$ cat src/rtl/proj_sketch_drain.sv
// proj_sketch_drain: snapshot read-out of the bottom-k sorter, one index per beat.
// Optional trailing XOR checksum beat when PROJ_DRAIN_CSUM_EN is defined.

package proj_pkg;
    localparam int HASHER_EXTENDER_INDICES_COUNT = 8;
endpackage

module proj_sketch_drain #(
    parameter int INDICES_COUNT = proj_pkg::HASHER_EXTENDER_INDICES_COUNT,
    parameter int INDICE_LEN    = 8,
    parameter int CNT_W         = $clog2(INDICES_COUNT + 1)
) (
    input  logic                                     in_clk,
    input  logic                                     in_rst,
    input  logic [INDICES_COUNT-1:0][INDICE_LEN-1:0] in_smallest_idx,
    input  logic [CNT_W-1:0]                         in_fill_count,
    input  logic                                     in_snap,
    output logic [INDICE_LEN-1:0]                    out_idx,
    output logic                                     out_valid,
    input  logic                                     in_ready,
    output logic                                     out_last,
    output logic                                     out_busy,
    output logic                                     out_empty,
    output logic                                     out_snap_dropped
);

    localparam int PTR_W = (INDICES_COUNT > 1) ? $clog2(INDICES_COUNT) : 1;
    localparam logic [CNT_W-1:0] MAX_CNT = CNT_W'(INDICES_COUNT);

`ifdef PROJ_DRAIN_CSUM_EN
    typedef enum logic [1:0] {
        S_IDLE,
        S_SEND,
        S_CSUM
    } state_t;
`else
    typedef enum logic [1:0] {
        S_IDLE,
        S_SEND
    } state_t;
`endif

    state_t                                   state_q;
    logic [INDICES_COUNT-1:0][INDICE_LEN-1:0] shadow_q;
    logic [PTR_W-1:0]                         ptr_q;
    logic [PTR_W-1:0]                         ptr_nxt;
    logic [CNT_W-1:0]                         cnt_q;
    logic [CNT_W-1:0]                         fill_n;
    logic                                     hs;
    logic                                     at_end;
    logic                                     nxt_last;
`ifdef PROJ_DRAIN_CSUM_EN
    logic [INDICE_LEN-1:0]                    csum_q;
    logic [INDICE_LEN-1:0]                    csum_nxt;
`endif

    // Clamp the fill count, compute handshake and end-of-data flags.
    always_comb begin
        fill_n   = (in_fill_count > MAX_CNT) ? MAX_CNT : in_fill_count;
        hs       = out_valid & in_ready;
        ptr_nxt  = ptr_q + PTR_W'(1);
        at_end   = (CNT_W'(ptr_q) == (cnt_q - CNT_W'(1)));
        nxt_last = (CNT_W'(ptr_nxt) == (cnt_q - CNT_W'(1)));
`ifdef PROJ_DRAIN_CSUM_EN
        csum_nxt = csum_q ^ out_idx;
`endif
    end

    // Capture-and-stream FSM; every output is registered here.
    always_ff @(posedge in_clk or posedge in_rst) begin
        if (in_rst) begin
            state_q          <= S_IDLE;
            shadow_q         <= '0;
            ptr_q            <= '0;
            cnt_q            <= '0;
            out_idx          <= '0;
            out_valid        <= 1'b0;
            out_last         <= 1'b0;
            out_busy         <= 1'b0;
            out_empty        <= 1'b0;
            out_snap_dropped <= 1'b0;
`ifdef PROJ_DRAIN_CSUM_EN
            csum_q           <= '0;
`endif
        end else begin
            out_empty        <= 1'b0;
            out_snap_dropped <= 1'b0;
            unique case (state_q)
                S_IDLE: begin
                    if (in_snap) begin
                        if (fill_n == '0) begin
                            out_empty <= 1'b1;
                        end else begin
                            shadow_q  <= in_smallest_idx;
                            cnt_q     <= fill_n;
                            ptr_q     <= '0;
                            out_idx   <= in_smallest_idx[0];
                            out_valid <= 1'b1;
                            out_busy  <= 1'b1;
                            state_q   <= S_SEND;
`ifdef PROJ_DRAIN_CSUM_EN
                            csum_q    <= '0;
                            out_last  <= 1'b0;
`else
                            out_last  <= (fill_n == CNT_W'(1));
`endif
                        end
                    end
                end
                S_SEND: begin
                    if (in_snap) begin
                        out_snap_dropped <= 1'b1;
                    end
                    if (hs) begin
`ifdef PROJ_DRAIN_CSUM_EN
                        csum_q <= csum_nxt;
`endif
                        if (at_end) begin
`ifdef PROJ_DRAIN_CSUM_EN
                            // Data done: present the XOR of all streamed beats.
                            out_idx  <= csum_nxt;
                            out_last <= 1'b1;
                            state_q  <= S_CSUM;
`else
                            out_idx   <= '0;
                            out_valid <= 1'b0;
                            out_last  <= 1'b0;
                            out_busy  <= 1'b0;
                            state_q   <= S_IDLE;
`endif
                        end else begin
                            ptr_q   <= ptr_nxt;
                            out_idx <= shadow_q[ptr_nxt];
`ifdef PROJ_DRAIN_CSUM_EN
                            out_last <= 1'b0;
`else
                            out_last <= nxt_last;
`endif
                        end
                    end
                end
`ifdef PROJ_DRAIN_CSUM_EN
                S_CSUM: begin
                    if (in_snap) begin
                        out_snap_dropped <= 1'b1;
                    end
                    if (hs) begin
                        out_idx   <= '0;
                        out_valid <= 1'b0;
                        out_last  <= 1'b0;
                        out_busy  <= 1'b0;
                        state_q   <= S_IDLE;
                    end
                end
`endif
                default: begin
                    state_q <= S_IDLE;
                end
            endcase
        end
    end

`ifndef PROJ_DRAIN_CSUM_EN
    // nxt_last only feeds the non-checksum build; keep the lint view tidy.
    logic unused_ok;
    assign unused_ok = nxt_last | 1'b0;
`else
    logic unused_ok;
    assign unused_ok = nxt_last;
`endif

endmodule

$ cat config.mk
export PLATFORM = sky130hd
export DESIGN_NAME = proj_sketch_drain
export DESIGN_NICKNAME = d
export VERILOG_FILES = /design/src/rtl/proj_sketch_drain.sv
export SDC_FILE = /design/constraint.sdc
export NUM_CORES = 1
export LEC_CHECK = 0
export CAP_MARGIN = 20
export CORE_ASPECT_RATIO = 1.5
export CORE_MARGIN = 3
export CORE_UTILIZATION = 51
export DETAILED_ROUTE_END_ITERATION = 8
export PLACE_DENSITY = 0.8
export REMOVE_ABC_BUFFERS = 1
export SLEW_MARGIN = 5
export SYNTH_ARGS = -nofsm -noshare
export SYNTH_HDL_FRONTEND = slang
export SYNTH_SLANG_ARGS = --single-unit
$ cat constraint.sdc
create_clock -name in_clk -period 3 [get_ports in_clk]
set_clock_uncertainty 0.15 [all_clocks]
set_input_delay 0.3 -clock in_clk [delete_from_list [all_inputs] [get_ports in_clk]]
set_output_delay 0.3 -clock in_clk [all_outputs]
set_load 0.01 [all_outputs]
==> metrics, run 1 <==
WL/cell 15.0 um; nets@finish 566; synthesized flop and latch total 83; Synth cell types 37; critical path class reg -> reg; synth top area cells dfrtp_1, nand2_1, mux4_1; CTS buffer count 9; initial core utilization 0.536; Psw 1800 uW; clk_lat worst skew 0.36 ns; Int Pwr 3220 uW; maxcap violations 0; area of the die 0.00885 mm2; CTS root buffer clkbuf_8; count leader, synth nand2_1; RSZ-0062 raised after global routing no; I/O pins 85; post-cts gate resize count 0; Post-DRT Antenna Nets 0; post-synth top area share 0.526; Tcrit/Tclk final 0.876; overall power 5020 uW; Cells after Synth 412; Top FF cell, synth dfrtp_1; register area share after synthesis 0.526; Die H 114 um; Worst EP arrival 2.70 ns; Final min period 2.63 ns; combinational power share 0.458; Hold WC Path Type in -> async; Critical Path RT 3.07 ns; Post-Syn Area 0.00395 mm2; Post-synth top cells nand2_1, dfrtp_1, buf_2, nor2_1; Setup WS pre-CTS 0.396 ns; Total Wirelength 8.96 mm; Mapped Avg Cell Area 9.58 um2; crit start category flip-flop; worst r2r dst out_idx[2]$_DFFE_PP0P_; gpl congestion 0.809; switch share 0.359; fraction of registers with async set/reset 1.00; HPWL Detailed 6.14 mm; Clk pwr share 0.158; maximum clock insertion buffer count 2; postcts setup bufs 0; TritonCTS clock tree yes; GRT Util Overall 0.217; vias per cell 5.23; # port buffers 84; VDD IR max 0.000629 V; Post-synth EDFFs 0; n_diodes 0; Hold Vio Cnt, Final 0; Rel. slew slack 0.558; # hold bufs at CTS 0; R2R setup slack 0.37 ns; First-pass DRT Iterations 4; via count 3121; CP Capture Type flip-flop; post-synth top area cell dfrtp_1; row count 38; Core Area 0.00737 mm2; worst-path maximum fanout 13; H-Tree Depth 3; initial antenna violation count 0; 1st-iter DRT viols 204; Setup-failing EPs final 0; f_max 381 MHz; number of global-route vias before repair 3259; synth warn 0; layout cells sized above 1 0.0845; reg2reg start ptr_q[1]$_DFFE_PP0P_; residual DRC count 0; clk sink count 83; CTS clock-pin slew for the worst setup and hold paths 0.08 ns; setup ws final 0.372 ns; area added between synthesis and finish 28.7%; Flop pwr share 0.384; worst slew pin tran 0.662 ns; first-pass GRT wire length 14.8 mm; largest net degree at the start of global routing 65; Leak Pwr 0.00245 uW; Slew Viols, Final 0; status completed; P per Cell Area 988 mW/mm2; Die Wd 77.8 um; worst reg2reg path depth 6; Overflow after GRT 0
==> area by class of cell <==
| type | count | area, um2 |
|---|---|---|
| clock inverters | 6 | 55.1 |
| fillers | 578 | 2290 |
| inverters | 5 | 20.0 |
| repair buffers | 93 | 921 |
| clock buffers | 10 | 138 |
| well taps | 100 | 125 |
| flip-flops and latches | 83 | 2080 |
| multi-input cells | 300 | 1740 |
==> cells in the final DEF (no fill, tap or decap), drive strengths merged, types with 7 or more instances in the layout <==
cell type	instances
nand2	196
clkdlybuf4s50	84
dfrtp	83
mux4	14
nor2	11
nor2b	10
a31oi	10
clkbuf	10
buf	9
mux2	7
==> how the worst max path moves through the flow <==
stage | startpoint | to | slack (ns) | depth (start not counted)
final | ptr_q[1]$_DFFE_PP0P_ | out_idx[2]$_DFFE_PP0P_ | 0.37 | 6
after global routing | ptr_q[0]$_DFFE_PP0P_ | out_idx[2]$_DFFE_PP0P_ | 0.25 | 6
after CTS | ptr_q[1]$_DFFE_PP0P_ | out_idx[2]$_DFFE_PP0P_ | 0.36 | 6
after detailed placement | ptr_q[1]$_DFFE_PP0P_ | out_idx[1]$_DFFE_PP0P_ | 0.40 | 6
after global placement | ptr_q[1]$_DFFE_PP0P_ | out_idx[2]$_DFFE_PP0P_ | 0.47 | 6
after floorplan | out_busy$_DFFE_PP0P_ | out_last$_DFFE_PP0P_ | -0.40 | 4
==> logic make-up (layout without fill, tap and decap cells) <==
logic type,count (synthesis),count (layout),share of synthesized area
AND/OR/NAND/NOR,237,237,0.246
adder cells (fa/ha/maj),2,2,0.00634
buffers and inverters,29,114,0.0330
AO/OA/AOI/OAI,28,28,0.0456
XOR/XNOR,6,6,0.0181
multiplexers,27,27,0.125
flip-flops,83,83,0.526
==> flip-flops by register name (all words and copies together), names as in the netlist <==
register	count
ptr_q	3
out_idx	8
out_snap_dropped	1
cnt_q	4
shadow_q	64
out_busy	1
out_empty	1
out_last	1
==> through the flow <==
step                area [um2]  TNS (ns)  std cells  hold WS (ns)  utilization
detailed placement        4890         0        581         0.306        0.663
floorplan                 3840     -2.85        388         0.255            -
global placement          4890         0        581         0.301        0.663
finish                    5080         0        597         0.186        0.689
global route              5080         0        597         0.243        0.689
CTS                       5080         0        597         0.211        0.689
==> power by group through the flow <==
| stage | registers, uW | clock network (uW) | logic [uW] |
|---|---|---|---|
| 3_5_place_dp | 1940 | 0 | 2290 |
| 3_3_place_gp | 1920 | 0 | 2190 |
| 4_1_cts | 1920 | 805 | 2320 |
| 2_1_floorplan | 1950 | 0 | 1540 |
| 6_report | 1930 | 791 | 2300 |
| 5_1_grt | 1980 | 855 | 2550 |
==> layer usage <==
layer | track usage | wire length (um) | up-vias
met2 | 0.378 | 4920 | 86
met1 | 0.257 | 3470 | 1508
met5 | 0 | 0 | -
li1 | - | - | 1510
met4 | 0.0903 | 205 | 0
met3 | 0.0506 | 366 | 17
==> critical path, cell delays in order (launching register included) <==
cell and delay [ns]:
dfrtp_1 0.42, ha_1 0.27, xor2_4 0.47, mux4_1 0.61
mux2_2 0.28, a31oi_1 0.21, a21oi_1 0.09
No activity file was read; power rests on OpenSTA's default activity.
==> inputs of run 2 (changes only) <==
--- a/config.mk
+++ b/config.mk
@@ -12,7 +12,7 @@
 export DETAILED_ROUTE_END_ITERATION = 8
 export PLACE_DENSITY = 0.8
 export REMOVE_ABC_BUFFERS = 1
-export SLEW_MARGIN = 5
+export SLEW_MARGIN = 15
 export SYNTH_ARGS = -nofsm -noshare
 export SYNTH_HDL_FRONTEND = slang
 export SYNTH_SLANG_ARGS = --single-unit
==> results of run 2 <==
Same layout as run 1: the final DEF is identical, and so are final timing and power.
